<file path="src/rtl/alarm_ctrl.sv">
// Alarm time store, BCD compare against the watch and ring/snooze/stop sequencing.
// state   | meaning
// IDLE    | alarm disabled
// ARMED   | waiting for the first cycle of a time match
// RINGING | buzzer active, ring timeout running
// SNOOZE  | counting minute ticks before ringing again
module alarm_ctrl #(
  parameter logic [7:0] ALM_H_INIT  = 8'h07,
  parameter logic [7:0] ALM_M_INIT  = 8'h00,
  parameter int         SNOOZE_MIN  = 5,
  parameter int         RING_CYCLES = 1000,
  parameter int         BUZZ_DIV    = 4
) (
  input  logic       clk,
  input  logic       rst,
  input  logic [3:0] hourdec_now,
  input  logic [3:0] hourone_now,
  input  logic [3:0] mindec_now,
  input  logic [3:0] minone_now,
  input  logic       alarm_en,
  input  logic       inc_hour,
  input  logic       inc_min,
  input  logic       snooze,
  input  logic       stop,
  output logic [3:0] alm_hourdec,
  output logic [3:0] alm_hourone,
  output logic [3:0] alm_mindec,
  output logic [3:0] alm_minone,
  output logic       ringing,
  output logic       snoozing,
  output logic       buzzer
);
  localparam int RW = $clog2(RING_CYCLES + 1);
  localparam int BW = $clog2(BUZZ_DIV + 1);

  typedef enum logic [1:0] {S_IDLE, S_ARMED, S_RINGING, S_SNOOZE} state_t;

  state_t        state_q, state_d;
  logic [3:0]    ahd_q, ahd_d, aho_q, aho_d, amd_q, amd_d, amo_q, amo_d;
  logic          match_q, match_d, match_prev_q;
  logic [3:0]    minone_q;
  logic [RW-1:0] ring_cnt_q, ring_cnt_d;
  logic [3:0]    snooze_cnt_q, snooze_cnt_d;
  logic [BW-1:0] buzz_cnt_q, buzz_cnt_d;
  logic          buzzer_q, buzzer_d;
  logic          trigger, min_tick;

  always_comb begin
    ahd_d = ahd_q;
    aho_d = aho_q;
    amd_d = amd_q;
    amo_d = amo_q;
    if (inc_min) begin
      if (amo_q == 4'd9) begin
        amo_d = 4'd0;
        amd_d = (amd_q == 4'd5) ? 4'd0 : amd_q + 4'd1;
      end else begin
        amo_d = amo_q + 4'd1;
      end
    end
    if (inc_hour) begin
      if (ahd_q == 4'd2 && aho_q == 4'd3) begin
        ahd_d = 4'd0;
        aho_d = 4'd0;
      end else if (aho_q == 4'd9) begin
        aho_d = 4'd0;
        ahd_d = ahd_q + 4'd1;
      end else begin
        aho_d = aho_q + 4'd1;
      end
    end
  end

  always_comb begin
    match_d = (hourdec_now == ahd_q) && (hourone_now == aho_q) &&
              (mindec_now == amd_q) && (minone_now == amo_q);
    // Edge-detected so a stopped alarm stays quiet for the rest of the minute
    trigger  = match_q & ~match_prev_q;
    min_tick = (minone_now != minone_q);
  end

  always_comb begin
    state_d      = state_q;
    ring_cnt_d   = ring_cnt_q;
    snooze_cnt_d = snooze_cnt_q;
    if (!alarm_en) begin
      state_d = S_IDLE;
    end else begin
      case (state_q)
        S_IDLE: state_d = S_ARMED;
        S_ARMED: begin
          if (trigger) begin
            state_d    = S_RINGING;
            ring_cnt_d = '0;
          end
        end
        S_RINGING: begin
          if (stop) begin
            state_d = S_ARMED;
          end else if (snooze) begin
            state_d      = S_SNOOZE;
            snooze_cnt_d = 4'(SNOOZE_MIN);
          end else if (ring_cnt_q == RW'(RING_CYCLES - 1)) begin
            state_d = S_ARMED;
          end else begin
            ring_cnt_d = ring_cnt_q + RW'(1);
          end
        end
        S_SNOOZE: begin
          if (stop) begin
            state_d = S_ARMED;
          end else if (min_tick) begin
            snooze_cnt_d = snooze_cnt_q - 4'd1;
            if (snooze_cnt_q == 4'd1) begin
              state_d    = S_RINGING;
              ring_cnt_d = '0;
            end
          end
        end
        default: state_d = S_IDLE;
      endcase
    end
  end

  // Buzzer restarts low on every entry to RINGING and is held low elsewhere
  always_comb begin
    buzz_cnt_d = '0;
    buzzer_d   = 1'b0;
    if (state_d == S_RINGING && state_q == S_RINGING) begin
      if (buzz_cnt_q == BW'(BUZZ_DIV - 1)) begin
        buzzer_d = ~buzzer_q;
      end else begin
        buzz_cnt_d = buzz_cnt_q + BW'(1);
        buzzer_d   = buzzer_q;
      end
    end
  end

  always_ff @(posedge clk) begin
    if (rst) begin
      state_q      <= S_IDLE;
      ahd_q        <= ALM_H_INIT[7:4];
      aho_q        <= ALM_H_INIT[3:0];
      amd_q        <= ALM_M_INIT[7:4];
      amo_q        <= ALM_M_INIT[3:0];
      match_q      <= 1'b0;
      match_prev_q <= 1'b0;
      minone_q     <= minone_now;
      ring_cnt_q   <= '0;
      snooze_cnt_q <= '0;
      buzz_cnt_q   <= '0;
      buzzer_q     <= 1'b0;
    end else begin
      state_q      <= state_d;
      ahd_q        <= ahd_d;
      aho_q        <= aho_d;
      amd_q        <= amd_d;
      amo_q        <= amo_d;
      match_q      <= match_d;
      match_prev_q <= match_q;
      minone_q     <= minone_now;
      ring_cnt_q   <= ring_cnt_d;
      snooze_cnt_q <= snooze_cnt_d;
      buzz_cnt_q   <= buzz_cnt_d;
      buzzer_q     <= buzzer_d;
    end
  end

  assign alm_hourdec = ahd_q;
  assign alm_hourone = aho_q;
  assign alm_mindec  = amd_q;
  assign alm_minone  = amo_q;
  assign ringing     = (state_q == S_RINGING);
  assign snoozing    = (state_q == S_SNOOZE);
  assign buzzer      = buzzer_q;
endmodule

</file>
<file path="config.mk">
export PLATFORM = sky130hd
export DESIGN_NAME = alarm_ctrl
export DESIGN_NICKNAME = d
export VERILOG_FILES = /design/src/rtl/alarm_ctrl.sv
export SDC_FILE = /design/constraint.sdc
export NUM_CORES = 1
export LEC_CHECK = 0
export ABC_AREA = 1
export CAP_MARGIN = 25
export CORE_AREA = 2 2 103 105
export CTS_CLUSTER_DIAMETER = 50
export CTS_CLUSTER_SIZE = 24
export DETAILED_ROUTE_END_ITERATION = 10
export DIE_AREA = 0 0 105 107
export PLACE_DENSITY_LB_ADDON = 0.12
export RECOVER_POWER = 100
export SETUP_SLACK_MARGIN = 0.02
export SLEW_MARGIN = 40
export SYNTH_ARGS = -nofsm -noshare
export SYNTH_HDL_FRONTEND = slang
export SYNTH_SLANG_ARGS = --single-unit
</file>
<file path="constraint.sdc">
create_clock -name clk -period 1.5 [get_ports clk]
set_clock_uncertainty 0.05 [all_clocks]
set_input_delay 0.45 -clock clk [delete_from_list [all_inputs] [get_ports clk]]
set_output_delay 0.45 -clock clk [all_outputs]
set_load 0.02 [all_outputs]
</file>
# Word level (Yosys, flattened, before mapping)
# Cells that the tools add are included.
word_totals:
  regBits: 42
  out_inout_bits: 19
classes:
  addsub: 7
  eq_ne: 25
  muxes: 28
  n_bitwise: 4
  n_reduce_logical: 15
ops:
  columns: ["op", "n"]
  rows:
  - ["10-bit 2-to-1 mux", 7]
  - ["4-bit 2-to-1 mux", 10]
  - ["10-bit one-hot mux with 3 select lines", 1]
  - ["4-bit by 1-bit adder with 4-bit output, second input constant", 4]
  - ["4-bit == test", 4]
  - ["2-bit 2-to-1 mux", 8]
  - ["2-bit != test, second input constant", 6]
  - ["10-bit by 1-bit adder with 10-bit output, second input constant", 1]
  - ["10-bit == test, second input constant", 1]
  - ["9-bit AND reduction", 1]
  - ["4-bit by 2-bit == test with 1-bit output, second input constant", 2]
  - ["4-bit == test, second input constant", 2]
  - ["2-bit one-hot mux with 4 select lines", 1]
  - ["4-bit one-hot mux with 2 select lines", 1]
  - ["2-bit == test, second input constant", 3]
  - ["6-bit AND reduction", 1]
  - ["1-bit logical AND", 5]
  - ["4-bit by 1-bit == test with 1-bit output, second input constant", 1]
  - ["4-bit by 3-bit == test with 1-bit output, second input constant", 1]
  - ["2-bit by 1-bit != test with 1-bit output, second input constant", 2]
  - ["4-bit != test", 1]
  - ["2-bit AND reduction", 2]
  - ["2-bit nonzero test", 2]
  - ["4-bit by 1-bit subtractor with 4-bit output, second input constant", 1]
  - ["9 further kinds", 11]

# Longest topological paths before layout
# Gate-level depths: netlist (run 1).
depth:
  word_depth: 10
  ltp_mapped: 11
  depth_no_buf: 11

# Least setup slack after synthesis (run 1)
# No wires, ideal clock.
synth_path:
  path_kind: "reg-to-reg"
  start: "register aho_q[0] (netlist: alm_hourone[0])"
  end: "register ahd_q[3] (netlist: alm_hourdec[3])"
  setup_time_ns: 0.131
  arrival_time_ns: 1.434
  path_slack_ns: -0.115
  stages_incl_launch_ff: 8
  path_buffers: 0
  cell_sequence: "dfxtp_1 -> ha_1 -> nand4_1 -> nand2_1 -> nand2_1 -> nor2_1 -> xor2_1 -> nor2_1"
synth_via:
  elab_chain_len: 4
  elab_cells_between_ends: 6
  cone_classes: "eq/ne: 2; mux: 1; reduce/logical: 3"
synth_rtl:
  columns: ["element", "line_no", "source"]
  rows:
  - ["start, declared", "39", "logic [3:0] ahd_q, ahd_d, aho_q, aho_d, amd_q, amd_d, amo_q, amo_d;"]
  - ["start signal, assigned", "143", "aho_q <= ALM_H_INIT[3:0];"]
  - ["start signal, assigned", "156", "aho_q <= aho_d;"]
  - ["4-bit by 2-bit == test with 1-bit output", "62", "if (ahd_q == 4'd2 && aho_q == 4'd3) begin"]
  - ["1-bit logical AND", "62", null]
  - ["2-bit nonzero test (no source line)", null, null]
  - ["2-bit AND reduction (no source line)", null, null]
  - ["end signal, assigned", "142", "ahd_q <= ALM_H_INIT[7:4];"]
  - ["end signal, assigned", "155", "ahd_q <= ahd_d;"]
  - ["end, declared", "39", null]
# Parallel ways exist; a longest one is shown, timed or not.
# A chain may end at the register's enable or synchronous reset.

# Worst setup path after layout (run 1)
layout_path:
  start: "register ring_cnt_q[0]"
  end: "register ring_cnt_q[0]"
layout_via:
  elab_chain_len: 5
  elab_cells_between_ends: 8
  cone_classes: "add/sub: 1; eq/ne: 2; mux: 4; reduce/logical: 1"
layout_rtl:
  columns: ["element", "line_no", "source"]
  rows:
  - ["start, declared", "42", "logic [RW-1:0] ring_cnt_q, ring_cnt_d;"]
  - ["start signal, assigned", "162", "ring_cnt_q <= ring_cnt_d;"]
  - ["10-bit by 1-bit adder with 10-bit output", "106", "ring_cnt_d = ring_cnt_q + RW'(1);"]
  - ["10-bit 2-to-1 mux", "103", "end else if (ring_cnt_q == RW'(RING_CYCLES - 1)) begin"]
  - ["10-bit 2-to-1 mux", "100", "end else if (snooze) begin"]
  - ["10-bit 2-to-1 mux", "98", "if (stop) begin"]
  - ["10-bit one-hot mux with 3 select lines", "89", "case (state_q)"]
# Parallel ways exist; a longest one is shown, timed or not. The select of a mux whose other input is x is not followed.

==> results of run 1 <==
-- through the flow --
step	area, um^2	total power, W	setup TNS (ns)
2_1_floorplan	2365	0.001343	0
6_report	3779	0.002279	-0.4219
4_1_cts	3656	0.002314	-1.539
5_1_grt	3779	0.002414	-2.704
3_3_place_gp	3395	0.001544	-11.98
3_5_place_dp	3395	0.001541	-13.14
-- worst max-delay path: stages, from the launching register on --
cell,delay (ns)
dfxtp_2,0.35
ha_4,0.15
nand2_4,0.05
inv_2,0.05
nand4_1,0.15
a21oi_2,0.21
nor2_4,0.07
buf_6,0.13
buf_16,0.13
nor2_1,0.08
nor2_1,0.05
-- synthesized netlist by cell type --
master,n,area [um^2]
a211oi_1,2,15.01
a21oi_1,16,80.08
a21oi_2,7,61.31
a22o_1,1,8.760
buf_1,2,7.510
buf_6,2,22.52
clkbuf_1,1,3.750
dfxtp_1,42,840.8
ha_1,9,112.6
inv_1,39,146.4
inv_2,2,7.510
nand2_1,75,281.5
nand2_2,10,62.56
nand3_1,14,70.07
nand3_2,3,30.03
nand3b_1,1,7.510
nand4_1,7,43.79
nor2_1,50,187.7
nor2_2,1,6.260
nor2_4,1,11.26
nor3_1,10,50.05
nor3b_1,1,7.510
nor4_1,1,6.260
o2111ai_1,1,8.760
o21ai_0,11,55.05
o221ai_1,1,8.760
o22ai_1,4,25.02
o2bb2ai_1,1,8.760
o31ai_1,2,15.01
or2_2,2,12.51
xnor2_1,4,35.03
xor2_1,13,113.9
-- cells by family (layout without fill, tap and decap cells) --
logic type      after synthesis  in the layout  synth area share
simple gates                176            177            0.3301
xor+xnor                     17             17           0.06326
fa+ha+maj                     9              9           0.04785
buf+inv                      46            163           0.07974
compound gates               46             46            0.1217
flops                        42             42            0.3573
-- power groups by stage --
stage	clock network [W]	registers (W)	logic (W)
after global routing	0.000826	0.00117	0.000420
final	0.000737	0.00116	0.000379
after detailed placement	0	0.00119	0.000355
after CTS	0.000776	0.00116	0.000374
after global placement	0	0.00119	0.000357
after floorplan	0	0.00121	0.000131
-- cell usage in the layout, fill, tap and decap left out, types with 5 or more instances in the layout --
cell type	instances
clkdlybuf4s15_2	6
xor2_1	13
nand2_1	64
nand2_2	15
a21oi_1	12
inv_2	7
nand4_1	7
o21ai_0	7
buf_6	5
nand3_2	8
dlygate4sd2_1	5
dfxtp_2	13
nand2_4	6
nor2_2	8
clkbuf_1	14
clkbuf_8	5
a21oi_2	11
buf_4	63
dfxtp_1	29
nor2_1	41
nand3_1	6
inv_1	34
nor3_1	8
clkdlybuf4s50_1	10
ha_1	7
-- metal layers --
layer  global-route usage  part of all wire  up-vias  wire (um)
met5                    0                 0        -          0
met4              0.03619             0.016        0        106
met3              0.02736             0.039        7        264
met2               0.2073              0.46       42       3085
met1               0.1673              0.49     1108       3283
li1                     -                 -     1324          -
-- flip-flops by register name, summed over array words and instances, names as in the netlist, 2 cells and up --
signal        flops
ring_cnt_q       10
alm_hourdec       4
alm_minone        4
alm_hourone       4
buzz_cnt_q        3
minone_q          4
state_q           2
alm_mindec        4
snooze_cnt_q      4
-- repair_timing --
action	CTS	global route
hold endpoints to repair	0	0
endpoints found under the setup margin	40	40
pin swaps	19	34
setup buffers	4	9
resized for setup	91	74
cloned	2	0
-- layout make-up --
cell class / count / share of cell area
flip-flops and latches: 42 / 0.2268
clock buffers: 6 / 0.01921
clock inverters: 1 / 0.001987
inverters: 41 / 0.04073
well taps: 136 / 0.04503
multi-input cells: 249 / 0.4156
repair buffers: 115 / 0.2507
-- final timing paths --
check / start / to / slack, ns / cells after the start
min: minone_now[0] / minone_q[0] / 0.24 / 1
max reg2reg: ring_cnt_q[0] / ring_cnt_q[0] / -0.06 / 10
min reg2reg: buzz_cnt_q[0] / buzz_cnt_q[0] / 0.38 / 1
max: ring_cnt_q[0] / ring_cnt_q[0] / -0.06 / 10
==> impl_metrics.env, run 1 <==
export IMPL_clk_latency_ns=0.30
export IMPL_cp_arrival_ns=1.70
export IMPL_p_comb_frac=0.166
export IMPL_ant_nets=0
export IMPL_slew_limit_headroom=0.5882
export IMPL_firstDrtPassIters=4
export IMPL_core_area_mm2=0.01009
export IMPL_clkTransAtPathRegs_ns=0.09
export IMPL_outcome="finished with violations"
export IMPL_cell_internal_pwr_w=0.001647
export IMPL_area_growth_pct=60.55
export IMPL_peakVddDrop_mv=0.2823
export IMPL_layout_area_seq_um2=857.1
export IMPL_syn_area_mm2=0.002354
export IMPL_htreeDepth=2
export IMPL_pre_cts_ws_ns=-0.5886
export IMPL_multi_input_area_mm2=0.001570
export IMPL_power_density_mw_per_mm2=603.1
export IMPL_synthCells=336
export IMPL_port_buffers=41
export IMPL_crit_required_ns=1.64
export IMPL_fin_crit_sh=1.042
export IMPL_worst_slack_ns=-0.06306
export IMPL_vias=2481
export IMPL_antenna_found_initial=0
export IMPL_cts_root_buf="clkbuf_8"
export IMPL_tightest_slew_ns=0.6177
export IMPL_min_period_ns=1.563
export IMPL_max_cap_viol_count=0
export IMPL_n_antenna_cell=0
export IMPL_finalSetupViolations=11
export IMPL_p_sw_w=0.0006319
export IMPL_overflow=0
export IMPL_worst_hold_slack_ns=0.2355
export IMPL_yosysWarnings=0
export IMPL_clkPwrFrac=0.323
export IMPL_gp_congestion=0.7852
export IMPL_slew_viol_final=0
export IMPL_die_h_um=107
export IMPL_ys_seq_elements=42
export IMPL_violations="setup timing"
export IMPL_clock_fmax_ghz=0.6398
export IMPL_routed_wl_um=6739
export IMPL_num_rows=37
export IMPL_grt_pass1_wl_um=11590
export IMPL_wl_per_cell_um=11.42
export IMPL_syn_mean_instance_area_um2=7.004
export IMPL_path_class="reg -> reg"
export IMPL_fillers=1138
export IMPL_cts_tree="yes"
export IMPL_rsz0062_at_grt="true"
export IMPL_cts_made_buffers=5
export IMPL_grt_max_degree=22
export IMPL_critical_path_max_fanout=6
export IMPL_power_leakage_nw=1.619
export IMPL_synth_cell_types=32
export IMPL_syn_nets=368
export IMPL_utilization=0.3744
export IMPL_cts_sinks=42
export IMPL_cts_hold_buf=0
export IMPL_dp_hpwl_um=4686
export IMPL_layout_drive_gt1_share=0.3789
export IMPL_first_global_vias=2552
export IMPL_ys_seq_area_frac=0.3573
export IMPL_share_seq_of_total_power=0.510
export IMPL_holdCritPathClass="in -> reg"
export IMPL_placedCellCount=569
export IMPL_drc=0
export IMPL_nets=486
export IMPL_cts_buffer_depth=2
export IMPL_grtUsageTotal=0.1265
export IMPL_finalHoldViolCount=0
export IMPL_worstSetupEndpointType="flip-flop"
export IMPL_die_w_um=105
export IMPL_start_kind="flip-flop"
export IMPL_netSwitchingFraction=0.2773
export IMPL_die_area_mm2=0.01124
export IMPL_viasPerCell=4.205
export IMPL_ios=42
export IMPL_fin_cells=590
export IMPL_initial_utilization=0.2332
export IMPL_first_iter_violations=90
Power figures use the tool's default switching activity.
==> inputs of run 2 (changes only) <==
--- a/config.mk
+++ b/config.mk
@@ -6,7 +6,6 @@
 export NUM_CORES = 1
 export LEC_CHECK = 0
 export ABC_AREA = 1
-export CAP_MARGIN = 25
 export CORE_AREA = 2 2 103 105
 export CTS_CLUSTER_DIAMETER = 50
 export CTS_CLUSTER_SIZE = 24
==> constraint.sdc (replaced) <==
create_clock -name clk -period 1.74 [get_ports clk]
set_clock_uncertainty 0.05 [all_clocks]
set_input_delay 0.522 -clock clk [delete_from_list [all_inputs] [get_ports clk]]
set_output_delay 0.522 -clock clk [all_outputs]
set_load 0.02 [all_outputs]
==> run 2 against run 1 <==
Net effect: the flow now finishes without violations; global-route usage is 0.97 points lower; combinational power down 15%; largest power group unchanged; design area is 4.0% lower; core utilization is 1.5 points lower; critical path type is now in -> reg.
==> impl_metrics.env, run 2 (same netlist as run 1, synthesis figures left out) <==
export IMPL_outcome="complete, no violations"
export IMPL_r2r_start="state_q[0]"
export IMPL_finalSetupViolations=0
export IMPL_antenna_found_initial=0
export IMPL_holdCritPathClass="in -> reg"
export IMPL_crit_chain="dlygate4sd2_1 > inv_1 > nand2_1 > nand2_1 > nor2_2 > buf_4 > nand3_2 > nand3_2 > nor2_4 > buf_4 > buf_16 > nand2_2 > a21oi_2"
export IMPL_hp_start="minone_now[0]"
export IMPL_start_kind="input port"
export IMPL_ios=42
export IMPL_die_w_um=105
export IMPL_first_iter_violations=50
export IMPL_tightest_slew_ns=0.5766
export IMPL_power_leakage_nw=1.581
export IMPL_grt_pass1_wl_um=10830
export IMPL_area_growth_pct=54.07
export IMPL_max_cap_viol_count=0
export IMPL_power_density_mw_per_mm2=576.8
export IMPL_core_area_mm2=0.01009
export IMPL_layout_drive_gt1_share=0.2685
export IMPL_rsz0062_at_grt="true"
export IMPL_nets=478
export IMPL_worstSetupEndpointType="flip-flop"
export IMPL_port_buffers=41
export IMPL_min_period_ns=1.665
export IMPL_rrSetupSlack_ns=0.10
export IMPL_utilization=0.3593
export IMPL_cts_buffer_depth=2
export IMPL_clock_fmax_ghz=0.6006
export IMPL_slew_viol_final=0
export IMPL_vias=2438
export IMPL_initial_utilization=0.2332
export IMPL_slew_limit_headroom=0.6156
export IMPL_finalHoldViolCount=0
export IMPL_cts_sinks=42
export IMPL_crit_required_ns=1.91
export IMPL_r2r_end="ring_cnt_q[4]"
export IMPL_cts_made_buffers=5
export IMPL_largest_register_ffs=10
export IMPL_die_h_um=107
export IMPL_first_global_vias=2450
export IMPL_peakVddDrop_mv=0.2940
export IMPL_grt_max_degree=22
export IMPL_gp_congestion=0.7768
export IMPL_design_area_mm2=0.003626
export IMPL_place_area_mm2=0.003348
export IMPL_fin_crit_sh=0.9569
export IMPL_layout_commonest_cell="nand2_1"
export IMPL_wl_per_cell_um=10.75
export IMPL_overflow=0
export IMPL_firstDrtPassIters=4
export IMPL_cts_tree="yes"
export IMPL_grtUsageTotal=0.1168
export IMPL_ant_nets=0
export IMPL_htreeDepth=2
export IMPL_die_area_mm2=0.01124
export IMPL_cts_hold_buf=0
export IMPL_n_antenna_cell=0
export IMPL_clk_latency_ns=0.29
export IMPL_final_cell_mix="nand2_1, buf_4, nor2_1"
export IMPL_dp_hpwl_um=4781
export IMPL_cts_root_buf="clkbuf_8"
export IMPL_cp_arrival_ns=1.83
export IMPL_drc=0
export IMPL_num_rows=37
export IMPL_path_class="in -> reg"
export IMPL_clkTransAtPathRegs_ns=0.09
export IMPL_cp_slowest_cell="dlygate4sd2_1"
export IMPL_largest_register="ring_cnt_q"
export IMPL_worstRegToRegCells=13
export IMPL_whs_path_depth=1
export IMPL_critical_path_max_stage_delay_ns=0.25
export IMPL_routed_wl_um=6269
export IMPL_critical_path_max_fanout=6
export IMPL_hold_end="minone_q[0]"
export IMPL_viasPerCell=4.182
==> run 2: cell types whose count changed in the layout (fill, tap and decap cells not counted), sizes merged <==
cell	change
dlymetal6s2s	-4
nand3	-1
bufinv	+1
clkdlybuf4s15	-6
buf	-8
dlygate4sd2	+16
clkinvlp	-1
clkdlybuf4s50	+5
clkbuf	-9
==> run 2: where the power goes <==
| group | switching [W] | internal [W] |
|---|---|---|
| registers | 0.0000174 | 0.000982 |
| logic | 0.000159 | 0.000164 |
| clock network | 0.000340 | 0.000430 |
==> run 2: layout make-up <==
| cell class | instances | area, um^2 |
|---|---|---|
| Clock buffer | 7 | 76.32 |
| Timing Repair Buffer | 108 | 930.9 |
| Clock inverter | 1 | 30.03 |
| Inverter | 41 | 153.9 |
| Multi-Input combinational cell | 248 | 1415 |
| Tap cell | 136 | 170.2 |
| Sequential cell | 42 | 849.6 |
| Fill cell | 1141 | 6466 |
==> run 2: worst max-delay path by stage <==
stage | start | endpoint | slack [ns] | depth (start not counted)
2_1_floorplan | alm_hourone[0] | alm_hourdec[3] | 0.13 | 7
3_3_place_gp | minone_now[1] | ring_cnt_q[7] | -0.45 | 12
3_5_place_dp | minone_now[2] | ring_cnt_q[5] | -0.45 | 12
4_1_cts | state_q[0] | snoozing | -0.009 | 4
5_1_grt | ring_cnt_q[0] | ring_cnt_q[0] | -0.04 | 10
6_report | minone_now[3] | ring_cnt_q[4] | 0.08 | 13
==> run 2: layer usage <==
metal / part of all wire / track usage / up-vias
met1: 0.50 / 0.1483 / 1080
met4: 0.014 / 0.03524 / 0
met5: 0 / 0 / -
met3: 0.030 / 0.02310 / 7
li1: - / - / 1309
met2: 0.46 / 0.1999 / 42
==> run 2: stage by stage <==
step,setup TNS (ns),instances,hold WS [ns],worst slack [ns],power (W)
2_1_floorplan,0,336,0.3492,0.1251,0.001156
3_3_place_gp,-8.345,566,0.3591,-0.4497,0.001334
3_5_place_dp,-8.622,566,0.3649,-0.4530,0.001332
4_1_cts,-0.01317,577,0.3781,-0.008690,0.002126
5_1_grt,-0.3062,583,0.3214,-0.04117,0.002210
6_report,0,583,0.3232,0.07508,0.002092
==> run 2: what timing repair did <==
item | in CTS | in global routing
pin swaps | 7 | 10
endpoints found under the setup margin | 37 | 21
cloned | 1 | 0
gates resized for setup | 47 | 30
setup buffers | 2 | 6
==> run 2: critical path, delay by kind of cell <==
kind	cells	cell delay (ns)
AO/OA/AOI/OAI	1	0.10
buffers and inverters	5	0.72
AND/OR/NAND/NOR	7	0.48
